**config.mk**
```make
export PLATFORM = sky130hd
export DESIGN_NAME = read_port_sequencer_flat
export DESIGN_NICKNAME = d
export VERILOG_FILES = /design/src/rtl/read_port_sequencer_pkg.sv /design/src/rtl/read_port_sequencer_if.sv /design/src/rtl/read_port_rr_arbiter.sv /design/src/rtl/read_port_sequencer.sv /design/src/flat_wrapper.sv
export SDC_FILE = /design/constraint.sdc
export NUM_CORES = 1
export LEC_CHECK = 0
export BUFFER_PORTS_ARGS = -buffer_cell sky130_fd_sc_hd__buf_4
export CORE_MARGIN = 4
export CORE_UTILIZATION = 52
export DETAILED_ROUTE_END_ITERATION = 10
export GPL_ROUTABILITY_DRIVEN = 1
export PLACE_DENSITY_LB_ADDON = 0.2
export SYNTH_ARGS = -nofsm -noshare
export SYNTH_HDL_FRONTEND = slang
export SYNTH_SLANG_ARGS = --single-unit
export TNS_END_PERCENT = 5
```
**constraint.sdc**
```tcl
create_clock -name clk -period 5.9 [get_ports clk]
set_input_delay 0.59 -clock clk [delete_from_list [all_inputs] [get_ports clk]]
set_output_delay 0.59 -clock clk [all_outputs]
set_load 0.005 [all_outputs]
```
**src/rtl/read_port_sequencer_pkg.sv**
```systemverilog
// Shared definitions for the read-port sequencer.
//   state_t      : sequencer states (also exported on the debug port)
//   grant_t      : requester identities used by the arbiter and owner register
//   LEN_*        : bus length codes in bytes
//   norm_length  : folds unsupported length codes onto a dword
//   zero_extend  : trims bus data to the requested length
package read_port_sequencer_pkg;

  typedef enum logic [1:0] {
    ST_IDLE  = 2'd0,  // nothing outstanding
    ST_LO    = 2'd1,  // first (or only) bus read outstanding
    ST_HI    = 2'd2,  // second half of a qword outstanding
    ST_DRAIN = 2'd3   // flushed, waiting for the bus to retire the read
  } state_t;

  typedef enum logic {
    GRANT_VIRT = 1'b0,
    GRANT_SYS  = 1'b1
  } grant_t;

  localparam logic [2:0] LEN_BYTE  = 3'd1;
  localparam logic [2:0] LEN_WORD  = 3'd2;
  localparam logic [2:0] LEN_DWORD = 3'd4;

  function automatic logic [2:0] norm_length(input logic [2:0] len);
    case (len)
      LEN_BYTE: norm_length = LEN_BYTE;
      LEN_WORD: norm_length = LEN_WORD;
      default:  norm_length = LEN_DWORD;
    endcase
  endfunction

  function automatic logic [31:0] zero_extend(input logic [31:0] data, input logic [2:0] len);
    case (len)
      LEN_BYTE: zero_extend = {24'd0, data[7:0]};
      LEN_WORD: zero_extend = {16'd0, data[15:0]};
      default:  zero_extend = data;
    endcase
  endfunction

endpackage

```
**src/rtl/read_port_sequencer_if.sv**
```systemverilog
// Memory read channel between the sequencer (master) and the bus (slave).
// Handshake: the master raises mem_read_do with addr/length/lock/system stable
// and keeps it high until the slave retires the request with a one-cycle
// mem_read_done (mem_read_data valid in that cycle) or mem_read_fault pulse.
// A request is never withdrawn before it is retired.
interface read_port_sequencer_if #(
  parameter int ADDR_WIDTH = 32
);
  logic                  mem_read_do;
  logic [ADDR_WIDTH-1:0] mem_read_addr;
  logic [2:0]            mem_read_length;
  logic                  mem_read_lock;
  logic                  mem_read_system;
  logic                  mem_read_done;
  logic                  mem_read_fault;
  logic [31:0]           mem_read_data;

  modport master (
    output mem_read_do, mem_read_addr, mem_read_length, mem_read_lock, mem_read_system,
    input  mem_read_done, mem_read_fault, mem_read_data
  );

  modport slave (
    input  mem_read_do, mem_read_addr, mem_read_length, mem_read_lock, mem_read_system,
    output mem_read_done, mem_read_fault, mem_read_data
  );
endinterface

```
**src/rtl/read_port_rr_arbiter.sv**
```systemverilog
// Two-way round-robin arbiter between the virtual and system requesters.
// Ports: virt_req/sys_req request levels, take = grant accepted this cycle,
// grant_valid/grant_id = combinational winner. last_grant resets to virtual
// so the first tie goes to the system requester.
module read_port_rr_arbiter
  import read_port_sequencer_pkg::*;
(
  input  logic   clk,
  input  logic   rst,
  input  logic   virt_req,
  input  logic   sys_req,
  input  logic   take,
  output logic   grant_valid,
  output grant_t grant_id
);
  grant_t last_grant;

  always_comb begin
    grant_valid = virt_req | sys_req;
    grant_id    = GRANT_VIRT;
    if (virt_req && sys_req)
      grant_id = (last_grant == GRANT_VIRT) ? GRANT_SYS : GRANT_VIRT;
    else if (sys_req)
      grant_id = GRANT_SYS;
  end

  always_ff @(posedge clk or posedge rst) begin
    if (rst)
      last_grant <= GRANT_VIRT;
    else if (take && grant_valid)
      last_grant <= grant_id;
  end
endmodule

```
**src/rtl/read_port_sequencer.sv**
```systemverilog
// Sequences the read stage's single memory read port between virtual operand
// reads and system reads. 64-bit system reads become two dword bus reads
// (low at addr, high at addr+4 with wrap); results are zero-extended.
// Ports: clk/rst, rd_reset (pipeline flush), virt_* and sys_* request sides
// (request levels in, one-cycle ready/fault pulses out), read_4/read_8 data,
// mem (bus master modport), busy (not idle), dbg_state (current state).
module read_port_sequencer
  import read_port_sequencer_pkg::*;
#(
  parameter int ADDR_WIDTH = 32
) (
  input  logic                  clk,
  input  logic                  rst,
  input  logic                  rd_reset,
  input  logic                  virt_req,
  input  logic                  virt_rmw,
  input  logic [ADDR_WIDTH-1:0] virt_address,
  input  logic [2:0]            virt_length,
  output logic                  virt_ready,
  output logic                  virt_fault,
  input  logic                  sys_req,
  input  logic                  sys_rmw,
  input  logic                  sys_qword,
  input  logic [ADDR_WIDTH-1:0] sys_address,
  input  logic [2:0]            sys_length,
  output logic                  sys_ready,
  output logic                  sys_fault,
  output logic [31:0]           read_4,
  output logic [63:0]           read_8,
  read_port_sequencer_if.master mem,
  output logic                  busy,
  output state_t                dbg_state
);
  state_t state_q, state_d;
  grant_t owner_q;
  logic   qword_q;
  logic [31:0] lo_q;

  logic   grant_valid;
  grant_t grant_id;
  logic   take, issue_hi, complete, fault_ev, retire, pulse_active;

  // Holding off arbitration during a pulse cycle keeps a requester that drops
  // its request on the pulse from being granted a second time.
  assign pulse_active = virt_ready | virt_fault | sys_ready | sys_fault;

  read_port_rr_arbiter u_arb (
    .clk         (clk),
    .rst         (rst),
    .virt_req    (virt_req),
    .sys_req     (sys_req),
    .take        (take),
    .grant_valid (grant_valid),
    .grant_id    (grant_id)
  );

  always_ff @(posedge clk or posedge rst) begin
    if (rst) state_q <= ST_IDLE;
    else     state_q <= state_d;
  end

  always_comb begin
    state_d  = state_q;
    take     = 1'b0;
    issue_hi = 1'b0;
    complete = 1'b0;
    fault_ev = 1'b0;
    retire   = 1'b0;
    case (state_q)
      ST_IDLE: begin
        if (!rd_reset && !pulse_active && grant_valid) begin
          take    = 1'b1;
          state_d = ST_LO;
        end
      end
      ST_LO, ST_HI: begin
        if (rd_reset) begin
          // A read retired in the flush cycle needs no drain.
          if (mem.mem_read_done || mem.mem_read_fault) begin
            retire  = 1'b1;
            state_d = ST_IDLE;
          end else begin
            state_d = ST_DRAIN;
          end
        end else if (mem.mem_read_fault) begin
          fault_ev = 1'b1;
          retire   = 1'b1;
          state_d  = ST_IDLE;
        end else if (mem.mem_read_done) begin
          if (state_q == ST_LO && qword_q) begin
            issue_hi = 1'b1;
            state_d  = ST_HI;
          end else begin
            complete = 1'b1;
            retire   = 1'b1;
            state_d  = ST_IDLE;
          end
        end
      end
      ST_DRAIN: begin
        if (mem.mem_read_done || mem.mem_read_fault) begin
          retire  = 1'b1;
          state_d = ST_IDLE;
        end
      end
      default: state_d = ST_IDLE;
    endcase
  end

  always_ff @(posedge clk or posedge rst) begin
    if (rst) begin
      owner_q             <= GRANT_VIRT;
      qword_q             <= 1'b0;
      lo_q                <= '0;
      virt_ready          <= 1'b0;
      virt_fault          <= 1'b0;
      sys_ready           <= 1'b0;
      sys_fault           <= 1'b0;
      read_4              <= '0;
      read_8              <= '0;
      mem.mem_read_do     <= 1'b0;
      mem.mem_read_addr   <= '0;
      mem.mem_read_length <= '0;
      mem.mem_read_lock   <= 1'b0;
      mem.mem_read_system <= 1'b0;
    end else begin
      virt_ready <= 1'b0;
      virt_fault <= 1'b0;
      sys_ready  <= 1'b0;
      sys_fault  <= 1'b0;

      if (take) begin
        owner_q         <= grant_id;
        mem.mem_read_do <= 1'b1;
        if (grant_id == GRANT_SYS) begin
          qword_q             <= sys_qword;
          mem.mem_read_addr   <= sys_address;
          mem.mem_read_length <= sys_qword ? LEN_DWORD : norm_length(sys_length);
          mem.mem_read_lock   <= sys_rmw && !sys_qword;
          mem.mem_read_system <= 1'b1;
        end else begin
          qword_q             <= 1'b0;
          mem.mem_read_addr   <= virt_address;
          mem.mem_read_length <= norm_length(virt_length);
          mem.mem_read_lock   <= virt_rmw;
          mem.mem_read_system <= 1'b0;
        end
      end

      // mem_read_do stays high: the high half is a fresh request next cycle.
      if (issue_hi) begin
        lo_q                <= mem.mem_read_data;
        mem.mem_read_addr   <= mem.mem_read_addr + ADDR_WIDTH'(4);
        mem.mem_read_length <= LEN_DWORD;
      end

      if (retire)
        mem.mem_read_do <= 1'b0;

      if (complete) begin
        if (owner_q == GRANT_SYS) begin
          sys_ready <= 1'b1;
          if (state_q == ST_HI)
            read_8 <= {mem.mem_read_data, lo_q};
          else
            read_8 <= {32'd0, zero_extend(mem.mem_read_data, mem.mem_read_length)};
        end else begin
          virt_ready <= 1'b1;
          read_4     <= zero_extend(mem.mem_read_data, mem.mem_read_length);
        end
      end

      if (fault_ev) begin
        if (owner_q == GRANT_SYS) sys_fault  <= 1'b1;
        else                      virt_fault <= 1'b1;
      end
    end
  end

  assign busy      = (state_q != ST_IDLE);
  assign dbg_state = state_q;
endmodule

```
**src/flat_wrapper.sv**
```systemverilog
// flat-port wrapper written by rule: the top's interface ports become plain ports
module read_port_sequencer_flat import read_port_sequencer_pkg::*;
#(
  parameter int ADDR_WIDTH = 32
)
  (clk, rst, rd_reset, virt_req, virt_rmw, virt_address, virt_length, virt_ready, virt_fault, sys_req, sys_rmw, sys_qword, sys_address, sys_length, sys_ready, sys_fault, read_4, read_8, busy, dbg_state, mem_mem_read_do, mem_mem_read_addr, mem_mem_read_length, mem_mem_read_lock, mem_mem_read_system, mem_mem_read_done, mem_mem_read_fault, mem_mem_read_data);
  read_port_sequencer_if #(.ADDR_WIDTH(ADDR_WIDTH)) mem_i ();
  input  logic clk;
  input  logic rst;
  input  logic rd_reset;
  input  logic virt_req;
  input  logic virt_rmw;
  input  logic [ADDR_WIDTH-1:0] virt_address;
  input  logic [2:0] virt_length;
  output logic virt_ready;
  output logic virt_fault;
  input  logic sys_req;
  input  logic sys_rmw;
  input  logic sys_qword;
  input  logic [ADDR_WIDTH-1:0] sys_address;
  input  logic [2:0] sys_length;
  output logic sys_ready;
  output logic sys_fault;
  output logic [31:0] read_4;
  output logic [63:0] read_8;
  output logic busy;
  output state_t dbg_state;
  output wire logic [$bits(mem_i.mem_read_do)-1:0] mem_mem_read_do;
  output wire logic [$bits(mem_i.mem_read_addr)-1:0] mem_mem_read_addr;
  output wire logic [$bits(mem_i.mem_read_length)-1:0] mem_mem_read_length;
  output wire logic [$bits(mem_i.mem_read_lock)-1:0] mem_mem_read_lock;
  output wire logic [$bits(mem_i.mem_read_system)-1:0] mem_mem_read_system;
  input wire logic [$bits(mem_i.mem_read_done)-1:0] mem_mem_read_done;
  input wire logic [$bits(mem_i.mem_read_fault)-1:0] mem_mem_read_fault;
  input wire logic [$bits(mem_i.mem_read_data)-1:0] mem_mem_read_data;
  assign mem_mem_read_do = mem_i.mem_read_do;
  assign mem_mem_read_addr = mem_i.mem_read_addr;
  assign mem_mem_read_length = mem_i.mem_read_length;
  assign mem_mem_read_lock = mem_i.mem_read_lock;
  assign mem_mem_read_system = mem_i.mem_read_system;
  assign mem_i.mem_read_done = mem_mem_read_done;
  assign mem_i.mem_read_fault = mem_mem_read_fault;
  assign mem_i.mem_read_data = mem_mem_read_data;
  read_port_sequencer #(.ADDR_WIDTH(ADDR_WIDTH)) u_core (.clk(clk), .rst(rst), .rd_reset(rd_reset), .virt_req(virt_req), .virt_rmw(virt_rmw), .virt_address(virt_address), .virt_length(virt_length), .virt_ready(virt_ready), .virt_fault(virt_fault), .sys_req(sys_req), .sys_rmw(sys_rmw), .sys_qword(sys_qword), .sys_address(sys_address), .sys_length(sys_length), .sys_ready(sys_ready), .sys_fault(sys_fault), .read_4(read_4), .read_8(read_8), .mem(mem_i), .busy(busy), .dbg_state(dbg_state));
endmodule
```
* After elaboration in Yosys (flattened, before gate mapping)
Cells that the tools add are included.
Word-level totals: bits in registers 175, latch bits 0, RAM bits 0, ROM bits 0, input port bits 112, output and inout port bits 141, logic and storage cells 104, memories kept 0
Operators by class: add/subtract/negate cells 1, multiply operators 0, div/mod/pow operators 0, order comparisons 0, equal/unequal tests 12, shift operators 0, multiplexer cells 52, bitwise logic cells 5, reductions and logical operators 18
Operators with widths (number):
- $mux 32 | 3
- $mux 64 | 1
- $pmux 32 s2 | 1
- $add 32x3->32 const B | 1
- $mux 1 | 32
- $mux 2 | 7
- $mux 3 | 4
- $pmux 3 s2 | 2
- $eq 3x1->1 const B | 3
- $eq 3x2->1 const B | 3
- $logic_and 1x1->1 | 6
- $pmux 2 s3 | 1
- $reduce_bool 2->1 | 3
- $eq 2x2->1 const B | 2
- $ne 2x1->1 const B | 2
- $ne 4x4->1 const B | 1
- $or 1x1->1 | 4
- $reduce_and 2->1 | 2
- $logic_not 1->1 | 3
- $reduce_and 3->1 | 1
- $eq 2x1->1 const B | 1
- $logic_not 2->1 | 1
- $pmux 1 s2 | 1
- $reduce_or 2->1 | 1
- other kinds (2) | 2

* Longest topological paths before layout
Gate-level depths: netlist (run 1).
word-level depth 10, gate-level depth with buffers 10, depth with buffers taken out 7

* By module
A second synthesis (run 1) with hierarchy kept.
Second synthesis, totals: cell total of the unflattened synthesis 874, area total of the unflattened synthesis 8119.0 µm²
Modules (own cells, without submodules):
- read_port_sequencer | instances 1, cells an instance 868, area an instance 8065.2 µm², seq. area each 4329.2 µm²
- read_port_rr_arbiter | instances 1, cells an instance 6, area an instance 53.8 µm², seq. area each 25.0 µm²

* Worst setup path after synthesis (run 1)
OpenSTA, ideal clock, no wires.
kind reg-to-reg, start point reg u_core.state_q[0], in the netlist u_core.dbg_state[0], end point reg u_core.mem.mem_read_addr[29], library setup time 0.120 ns, arrival time 1.945 ns, required time 5.780 ns, slack 3.835 ns, cell stages (with the launch flop) 9, buffers on the path 1, period minus slack after synthesis 2.065 ns, cell sequence dfrtp_1 inv_1 ha_1 nand4bb_1 nor2_1 nor2_1 buf_2 a311o_1 and3_1
On the way: word-level cells in the longest chain between the ends 8, elaborated cells between the ends (all ways) 13, classes of those cells eq/ne: 2; mux: 7; reduce/logical: 4
Ends and longest elaborated chain:
- start, declared | RTL line read_port_sequencer.sv:34 | state_t state_q, state_d;
- start signal, assigned | RTL line read_port_sequencer.sv:59 | else state_q <= state_d;
- $eq 2x1->1 | RTL line read_port_sequencer.sv:69, read_port_sequencer.sv:90
- $logic_and 1x1->1 | RTL line read_port_sequencer.sv:90 | if (state_q == ST_LO && qword_q) begin
- $mux 1 | RTL line read_port_sequencer.sv:90
- $mux 1 | RTL line read_port_sequencer.sv:89 | end else if (mem.mem_read_done) begin
- $mux 1 | RTL line read_port_sequencer.sv:85 | end else if (mem.mem_read_fault) begin
- $mux 1 | RTL line read_port_sequencer.sv:77 | if (rd_reset) begin
- $mux 1 | RTL line read_port_sequencer.sv:69 | case (state_q)
- $mux 32 / $reduce_bool 2->1 (equally long branches)
- end signal, assigned | RTL line read_port_sequencer.sv:137 | mem.mem_read_addr <= sys_address;
- end signal, assigned | RTL line read_port_sequencer.sv:143 | mem.mem_read_addr <= virt_address;
- end signal, assigned | RTL line read_port_sequencer.sv:153 | mem.mem_read_addr <= mem.mem_read_addr + ADDR_WIDTH'(4);
- end, declared | RTL line read_port_sequencer_if.sv:19 | output mem_read_do, mem_read_addr, mem_read_length, mem_read_lock, mem_read_system,
Parallel ways exist; a longest one is shown, timed or not. A chain may end at the register's enable or synchronous reset.

* Final worst setup path (run 1)
start point reg u_core.state_q[1], in the netlist u_core.dbg_state[1], end point reg u_core.read_8[21]
On the way: word-level cells in the longest chain between the ends 8, elaborated cells between the ends (all ways) 11, classes of those cells eq/ne: 2; mux: 6; reduce/logical: 3
Ends and longest elaborated chain:
- $eq 2x1->1 | RTL line read_port_sequencer.sv:69, read_port_sequencer.sv:90
- $logic_and 1x1->1 | RTL line read_port_sequencer.sv:90
- $mux 1 | RTL line read_port_sequencer.sv:90
- $mux 1 | RTL line read_port_sequencer.sv:89
- $mux 1 | RTL line read_port_sequencer.sv:85
- $mux 1 | RTL line read_port_sequencer.sv:77
- $mux 1 | RTL line read_port_sequencer.sv:69
- $reduce_and 2->1 (no source line)
- end signal, assigned | RTL line read_port_sequencer.sv:164 | read_8 <= {mem.mem_read_data, lo_q};
- end signal, assigned | RTL line read_port_sequencer.sv:166 | read_8 <= {32'd0, zero_extend(mem.mem_read_data, mem.mem_read_length)};
- end, declared | RTL line read_port_sequencer.sv:29 | output logic [63:0] read_8,
Parallel ways exist; a longest one is shown, timed or not.

==> results of run 1 <==
placed cells by master (no fill, tap or decap), types with 21 or more instances in the layout:
cell / n
nand2_1: 319
buf_4: 258
dfrtp_1: 174
nand3_1: 47
a21oi_1: 31
o21ai_0: 28
nor2_1: 27
o21ai_1: 24
mux2i_1: 21
metal layers:
layer / wire, um / up-vias
met5: 0 / -
met4: 387 / 0
met3: 1450 / 34
met2: 11700 / 242
met1: 9830 / 3694
li1: - / 3573
flip-flops by register name, summed over array words and instances (netlist names), 2 cells and up:
name                        cells
u_core.dbg_state                2
u_core.lo_q                    32
u_core.mem.mem_read_addr       32
u_core.mem.mem_read_length      3
u_core.read_4                  32
u_core.read_8                  64
kinds of logic (layout without fill, tap and decap cells):
group / Yosys count / after routing / synth area share [%]
adders and majority gates: 6 / 6 / 0.927
DFF: 174 / 174 / 53.8
and+or+nand+nor: 473 / 473 / 25.5
muxes: 21 / 21 / 2.60
AOI/OAI and AO/OA: 169 / 169 / 13.6
xor gates and xnor gates: 2 / 2 / 0.216
buffers and inverters: 66 / 300 / 3.32
where the power goes:
group          internal, mW  total (mW)  switching (mW)
Combinational         0.817        1.59           0.777
Sequential             1.61        1.96           0.351
Clock                 0.643        1.14           0.495
Total                  3.07        4.69            1.62
layout make-up:
class	count	area, um2
Sequential cell	174	4350
Fill cell	1213	4530
Clock inverter	14	158
Clock buffer	18	439
Inverter	10	42.5
Multi-Input combinational cell	671	3510
Tap cell	188	235
Timing Repair Buffer	258	1940
final timing paths:
check                                       from                           end  slack (ps)  cells after the start
hold / removal                               rst             u_core.read_8[57]         330                      2
hold reg to reg                u_core.read_8[43]             u_core.read_8[43]         470                      2
min in group clk           mem_mem_read_data[19]               u_core.lo_q[19]         370                      3
max in group asynchronous                    rst  u_core.mem.mem_read_addr[24]        4020                      3
setup reg to reg             u_core.dbg_state[1]             u_core.read_8[21]        2750                      8
setup / recovery             u_core.dbg_state[1]             u_core.read_8[21]        2750                      8
==> flow_metrics.tcl, run 1 <==
set metrics [dict create \
    status "finished, final reports clean" \
    num_rows 45 \
    report.final.slew_viol_count 0 \
    ys_top_cells_by_count "nand2_1 (320), dfrtp_1 (174), nand3_1 (48)" \
    worst-path-buf-inv 3 \
    power.density_mw_per_mm2 439 \
    fp.dieW_um 133 \
    fmax_mhz 317 \
    critPathTopFamily "buffers and inverters" \
    grt_setup_unrepaired "false" \
    clkTransAtPathRegs_ps 70 \
    ys_seq_area_share_pct 53.8 \
    min_period_ps 3150 \
    whs_ps 332 \
    firstDrtPassIters 5 \
    setup_ws_ps 2750 \
    post-route-period-util_pct 53.4 \
    cts_inserted_buffers 17 \
    fin_util_pct 70.2 \
    drt_iter0_markers 474 \
    critical_path_class "register to register" \
    yosys_register_bits 174 \
    fin_area_mm2 0.0107 \
    drt-total-wl_um 23300 \
    ctsResizeCount 0 \
    stdcell_count 1333 \
    path_cells "inv_1 > ha_1 > and4bb_2 > nand3_2 > buf_4 > inv_2 > o211ai_1 > o21a_1" \
    synth_top_flop_cell "dfrtp_1" \
    netlist_instances 911 \
    synth_edf_count 0 \
    viasPerCell 5.66 \
    die_h_um 133 \
    relSlewSlack_pct 22.4 \
    synth_fp_nets 1029 \
    drv_cap 0 \
    dpl_cell_area_mm2 0.0101 \
    clkLatencyLatePin_ps 430 \
    hold_path.class "primary input to asynchronous set/reset pin" \
    worst_slew_pin_slew_ps 1160 \
    grt-ovfl-total 0 \
    syn_area_mm2 0.00810 \
    yosysUniqueCellTypes 63 \
    setup_tns_ps 0 \
    antenna_found_initial 0 \
    grt_use_met2_pct 43.8 \
    drive_gt1_share_pct 27.0 \
    gp_congestion 0.919 \
    path_max_fanout 65 \
    arrival_ps 3470 \
    worst_setup_path_start_kind "register" \
    cts-root-buf "clkbuf_16" \
    synth_top_area_share_pct 53.8 \
    holdBufCountCts 0 \
    antenna-diode-count 0 \
    synth_top_area_cell "dfrtp_1" \
    grt_start_max_net_pins 96 \
    initial_core_util_pct 53.3 \
    drtAntennaViolNets 0 \
    use_met3_pct 6.50 \
    cts_buffer_depth 2 \
    vias 7543 \
    wl_per_cell_um 17.5 \
    cp_data_required_time_ps 6220 \
    tritoncts "yes" \
    total_power_mw 4.69 \
    grt_pass1_vias 7273 \
    place_inst 1301 \
    grt_pass1_wl_um 37600 \
    syn_to_final_growth_pct 31.8 \
    ir_drop_uv 249 \
    hold_viol 0 \
    end_kind "register" \
    yosys_warnings 0 \
    num-nets-final 1250 \
    async_flop_share_pct 100 \
    setup_violations 0 \
    syn-mean-instance-area_um2 8.89 \
    cpMaxStageDelayCell "inv_2" \
    yosysMostFrequentCell "nand2_1" \
    pre_cts_ws_ps 2760 \
    synthTopCellsByArea "dfrtp_1 (54%), nand2_1 (15%), nand3_1 (3.0%)" \
    skew_ps 9.64 \
    die_area_mm2 0.0176 \
    met1_usage_pct 34.5 \
    track_usage_pct 26.4 \
    clock_sinks 174 \
    ios 253 \
    busiest_layer "met2" \
    drc 0 \
    cts_setup_buffers 0 \
    port_buffers 252 \
    core_area_mm2 0.0152 \
    p_leak_nw 5.40 \
    hpwl_um 15900 \
    cpPeakStageDelay_ps 930 \
    cts_max_level 4 \
]
(Power assumes the default switching activity.)
==> run 2: changes to the inputs <==
--- a/config.mk
+++ b/config.mk
@@ -5,6 +5,7 @@
 export SDC_FILE = /design/constraint.sdc
 export NUM_CORES = 1
 export LEC_CHECK = 0
+export ABC_AREA = 1
 export BUFFER_PORTS_ARGS = -buffer_cell sky130_fd_sc_hd__buf_4
 export CORE_MARGIN = 4
 export CORE_UTILIZATION = 52
==> constraint.sdc (replaced) <==
create_clock -name clk -period 3.05 [get_ports clk]
set_input_delay 0.305 -clock clk [delete_from_list [all_inputs] [get_ports clk]]
set_output_delay 0.305 -clock clk [all_outputs]
set_load 0.005 [all_outputs]
==> run 2 against run 1 <==
Compared with the run above:
- first-iteration DRC count grew 19%
- via count grew 9.5%
- global-route usage shrank 0.39 points
- die area grew 7.3%
- critical path depth grew 1
- maximum frequency grew 33%
- worst hold slack lost 280 ps
- combinational power grew 110%
- clock power grew 86%
==> flow_metrics.tcl, run 2 <==
set metrics [dict create \
    drive_gt1_share_pct 25.9 \
    skew_ps 7.01 \
    grt-ovfl-total 0 \
    post-route-period-util_pct 77.4 \
    drt_iter0_markers 564 \
    total_power_mw 9.38 \
    arrival_ps 2730 \
    synth_xor_area_share_pct 0.402 \
    ir_drop_uv 464 \
    status "finished, final reports clean" \
    firstDrtPassIters 6 \
    cts-root-buf "clkbuf_16" \
    p_leak_nw 5.92 \
    die_h_um 138 \
    worst_setup_path_start_kind "register" \
    drt-total-wl_um 24200 \
    cts_setup_buffers 0 \
    synth-simple-area-share_pct 26.4 \
    stdcell_count 1587 \
    synth.mux.area_fraction_pct 0.115 \
    report.final.slew_viol_count 0 \
    syn_to_final_growth_pct 29.9 \
    clock_sinks 174 \
    synth_edf_count 0 \
    yosys_register_bits 174 \
    regMostFlops "u_core.read_8" \
    synth_top_family_by_area "simple AND/OR/NAND/NOR gates" \
    yosys_warnings 0 \
    num-nets-final 1472 \
    async_flop_share_pct 100 \
    drtAntennaViolNets 0 \
    clkTransAtPathRegs_ps 70 \
    critPathTopFamily "simple AND/OR/NAND/NOR gates" \
    ys_top_cells_by_count "nand2_1 (364), dfrtp_1 (174), o21ai_0 (142)" \
    end_kind "register" \
    cts_buffer_depth 2 \
    grt_pass1_wl_um 38900 \
    initial_core_util_pct 52.8 \
    fp.dieW_um 138 \
    viasPerCell 5.20 \
    grt_pass1_vias 7783 \
    largest_register_ffs 64 \
    min_period_ps 2360 \
    setup_ws_ps 688 \
    cts_inserted_buffers 17 \
    drc 0 \
    synthTopCellsByArea "dfrtp_1 (50%), nand2_1 (16%), o21ai_0 (8.1%)" \
    cts_max_level 4 \
    layout_commonest_cell "nand2_1" \
    path_max_fanout 64 \
    syn-mean-instance-area_um2 7.77 \
    syn_area_mm2 0.00872 \
    num_rows 47 \
    antenna_found_initial 0 \
    final_cell_mix "nand2_1 (364), buf_4 (264), dfrtp_1 (174)" \
    tritoncts "yes" \
    worst-path-buf-inv 2 \
    fmax_mhz 423 \
    drv_cap 0 \
    synth_top_flop_cell "dfrtp_1" \
    hold_path.class "primary input to asynchronous set/reset pin" \
    cpMaxStageDelayCell "buf_4" \
    synth_top_area_share_pct 49.9 \
    ios 253 \
    cpPeakStageDelay_ps 400 \
    yosysMostFrequentCell "nand2_1" \
    worst_slew_pin_slew_ps 886 \
    synth_fa_ha_area_share_pct 0.860 \
    die_area_mm2 0.0189 \
    ys_seq_area_share_pct 49.9 \
    wl_per_cell_um 15.3 \
    grt_start_max_net_pins 65 \
    hold_viol 0 \
    power.density_mw_per_mm2 827 \
    synth_compound_area_share_pct 14.7 \
    pre_cts_ws_ps 757 \
    yosysUniqueCellTypes 35 \
    cp_data_required_time_ps 3420 \
    setup_tns_ps 0 \
    synth_top_area_cell "dfrtp_1" \
    grt_setup_unrepaired "false" \
    path_cells "inv_1 > ha_1 > nand2_2 > nor3_2 > nand2_4 > buf_4 > a21oi_1 > o21ai_0 > nand2_1" \
    fin_area_mm2 0.0113 \
    ctsResizeCount 0 \
    track_usage_pct 26.0 \
    clkLatencyLatePin_ps 430 \
    hpwl_um 17400 \
    dpl_cell_area_mm2 0.0108 \
    place_inst 1555 \
    setup_violations 0 \
    port_buffers 252 \
    holdBufCountCts 0 \
    antenna-diode-count 0 \
    synth_fp_nets 1241 \
    core_area_mm2 0.0165 \
    gp_congestion 0.896 \
    relSlewSlack_pct 40.8 \
    netlist_instances 1123 \
    vias 8259 \
    critical_path_class "register to register" \
]
[run 2: per-layer routing]
| layer | track usage, % | part of all wire [%] | routed length [um] |
|---|---|---|---|
| met1 | 36.5 | 44 | 10700 |
| met2 | 40.5 | 47 | 11300 |
| met5 | 0 | 0 | 0 |
| met4 | 7.59 | 1.4 | 347 |
| met3 | 5.99 | 7.7 | 1860 |
[run 2: layout make-up]
type	count	area, um2
Tap cell	220	275
Timing Repair Buffer	267	2040
Sequential cell	174	4350
Inverter	98	373
Clock buffer	19	433
Multi-Input combinational cell	796	3720
Clock inverter	13	134
Fill cell	1376	5190
[run 2: per-stage QoR]
| step | util (%) | hold WS (ps) |
|---|---|---|
| floorplan | - | 415 |
| global placement | 65.2 | 458 |
| detailed placement | 65.2 | 465 |
| CTS | 68.6 | 71.4 |
| global route | 68.6 | 98.4 |
| finish | 68.6 | 54.8 |
[run 2: logic make-up (layout without fill, tap and decap cells)]
family | Yosys count | after routing
XOR/XNOR | 4 | 4
AO/OA/AOI/OAI | 223 | 223
flip-flops | 174 | 174
AND/OR/NAND/NOR | 562 | 562
multiplexers | 1 | 1
buffers and inverters | 153 | 397
adder cells (fa/ha/maj) | 6 | 6
[run 2: power by group]
group | internal, mW | total [mW] | switching, mW | leakage [nW]
logic | 1.61 | 3.35 | 1.74 | 3.41
clock network | 1.15 | 2.12 | 0.970 | 0.272
registers | 3.19 | 3.91 | 0.722 | 2.24
total | 5.95 | 9.38 | 3.43 | 5.92
[run 2: path summary, 6_finish.rpt]
kind	start	end	slack (ps)	cells after the start
min in group clk	mem_mem_read_data[10]	u_core.lo_q[10]	100	3
worst max register to register	u_core.dbg_state[0]	u_core.read_8[9]	690	9
max in group asynchronous	rst	u_core.read_4[19]	2190	3
worst max-delay path	u_core.dbg_state[0]	u_core.read_8[9]	690	9
worst min-delay path	rst	u_core.read_8[11]	50	2
worst min register to register	u_core.lo_q[10]	u_core.lo_q[10]	480	2
==> run 3: changes to the inputs <==
--- a/config.mk
+++ b/config.mk
@@ -8,7 +8,7 @@
 export ABC_AREA = 1
 export BUFFER_PORTS_ARGS = -buffer_cell sky130_fd_sc_hd__buf_4
 export CORE_MARGIN = 4
-export CORE_UTILIZATION = 52
+export CORE_UTILIZATION = 47
 export DETAILED_ROUTE_END_ITERATION = 10
 export GPL_ROUTABILITY_DRIVEN = 1
 export PLACE_DENSITY_LB_ADDON = 0.2
==> constraint.sdc (replaced) <==
create_clock -name clk -period 1.9 [get_ports clk]
set_input_delay 0.19 -clock clk [delete_from_list [all_inputs] [get_ports clk]]
set_output_delay 0.19 -clock clk [all_outputs]
set_load 0.005 [all_outputs]
==> run 3 against run 2 <==
Compared with the run above:
- first-iteration DRC count shrank 9.2%
- clock skew up 2.0 ps
- cell count increased by 2.8%
- utilization shrank 2.4 points
- count of clock-buffer cells in the layout fell by 2
- largest power group unchanged
==> flow_metrics.tcl, run 3 (synthesis gave the netlist of run 2 again) <==
set metrics [dict create \
    regMostFlops "u_core.read_8" \
    cts-root-buf "clkbuf_16" \
    drt-total-wl_um 26000 \
    worst_slew_pin_slew_ps 616 \
    relSlewSlack_pct 58.8 \
    setup_violations 0 \
    drt_iter0_markers 512 \
    cts_buffer_depth 2 \
    layout_commonest_cell "nand2_1" \
    ir_drop_uv 733 \
    fp.dieW_um 144 \
    grt_pass1_vias 8064 \
    drtAntennaViolNets 0 \
    clockPowerShare_pct 22.8 \
    drv_cap 0 \
    end_kind "register" \
    antenna-diode-count 0 \
    post-route-period-util_pct 98.7 \
    clock_sinks 174 \
    port_buffers 252 \
    hpwl_um 18300 \
    p_seq_share_pct 39.9 \
    path_max_fanout 8 \
    internal-power_mw 9.99 \
    grt_start_max_net_pins 55 \
    multi_input_area_mm2 0.00385 \
    final_cell_mix "nand2_1 (355), buf_4 (277), dfrtp_1 (174)" \
    setup_tns_ps 0 \
    hold_path.class "primary input to register" \
    cts_inserted_buffers 17 \
    status "finished, final reports clean" \
    grt-ovfl-total 0 \
    viasPerCell 5.18 \
    drive_gt1_share_pct 29.0 \
    swShare_pct 36.6 \
    fmax_mhz 533 \
    power.density_mw_per_mm2 1320 \
    setup_ws_ps 25.1 \
    num-nets-final 1507 \
    grt_pass1_wl_um 40300 \
    largest_register_ffs 64 \
    firstDrtPassIters 5 \
    ios 253 \
    num_rows 49 \
    syn_to_final_growth_pct 37.3 \
    ff_latch_area_mm2 0.00435 \
    grt_setup_unrepaired "true" \
    critical_path_class "register to register" \
    clkTransAtPathRegs_ps 70 \
    skew_ps 8.96 \
    antenna_found_initial 0 \
    core_area_mm2 0.0181 \
    cts_max_level 4 \
    min_period_ps 1870 \
    wl_per_cell_um 15.9 \
    track_usage_pct 24.1 \
    die_area_mm2 0.0208 \
    fill_cells 1558 \
    drc 0 \
    tritoncts "yes" \
    hold_depth 3 \
    p_leak_nw 6.18 \
    cp_data_required_time_ps 2240 \
    arrival_ps 2220 \
    report.final.slew_viol_count 0 \
    combPwrFrac_pct 37.3 \
    initial_core_util_pct 48.2 \
    reg2reg_depth 10 \
    worst_setup_path_start_kind "register" \
    switching_power_mw 5.77 \
    gp_congestion 0.857 \
    hold_viol 0 \
    die_h_um 144 \
    clkLatencyLatePin_ps 430 \
    vias 8446 \
    pre_cts_ws_ps -4.38 \
]
## run 3: power by group through the flow
stage | clock network [mW] | registers, mW | logic, mW
6_report | 3.59 | 6.29 | 5.88
5_1_grt | 3.79 | 6.47 | 6.62
4_1_cts | 3.64 | 6.25 | 5.72
3_5_place_dp | 0 | 6.28 | 5.69
3_3_place_gp | 0 | 6.28 | 5.54
2_1_floorplan | 0 | 6.14 | 2.72
## run 3: final cells by class
class / instances / share of cell area [%]
well taps: 229 / 2.39
clock buffers: 17 / 3.55
multi-input cells: 796 / 32.1
clock inverters: 15 / 1.50
flip-flops and latches: 174 / 36.4
repair buffers: 302 / 20.9
inverters: 98 / 3.20
## run 3: per-layer routing
layer | part of all wire, % | vias to the layer above | wire, um | GRT usage, %
li1 | - | 4133 | - | -
met1 | 43 | 3949 | 11200 | 32.9
met2 | 47 | 320 | 12100 | 37.9
met3 | 7.8 | 44 | 2020 | 5.95
met4 | 2.5 | 0 | 650 | 8.44
met5 | 0 | - | 0 | 0
## run 3: path summary, 6_finish.rpt
check	startpoint	end	slack (ps)
min in group asynchronous	rst	u_core.read_8[12]	400
hold reg to reg	u_core.lo_q[8]	u_core.lo_q[8]	480
max in group asynchronous	rst	u_core.mem.mem_read_length[0]	830
hold / removal	mem_mem_read_data[12]	u_core.read_8[44]	50
setup reg to reg	u_core.dbg_state[0]	u_core.read_8[46]	30
setup / recovery	u_core.dbg_state[0]	u_core.read_8[46]	30
## run 3: repair_timing
item                       in CTS  in global routing
gates resized for setup         3                 51
hold buffers                    4                  0
setup endpoints to repair       9                126
buffers inserted                0                  6
pin swaps                       0                  4
hold endpoints to repair       20                  0
gates cloned                    0                  4
## run 3: metrics by stage
step	total power [mW]	utilization [%]	instances	cell area (um2)	hold slack, ps
final	15.8	66.2	1631	12000	53.4
after global routing	16.9	66.2	1631	12000	40.6
after CTS	15.6	64.6	1621	11700	42.1
after detailed placement	12.0	61.0	1585	11000	297
after global placement	11.8	61.0	1585	11000	296
after floorplan	8.85	-	1123	8730	300
## run 3: critical path, cell delays in order (launching register included)
cell       delay [ps]
dfrtp_1           400
buf_6             130
ha_4              150
nand2_2            70
nand2_2            70
nor3_4            210
buf_6             140
nand2_8           110
buf_8             190
clkbuf_16         160
o31ai_4           160
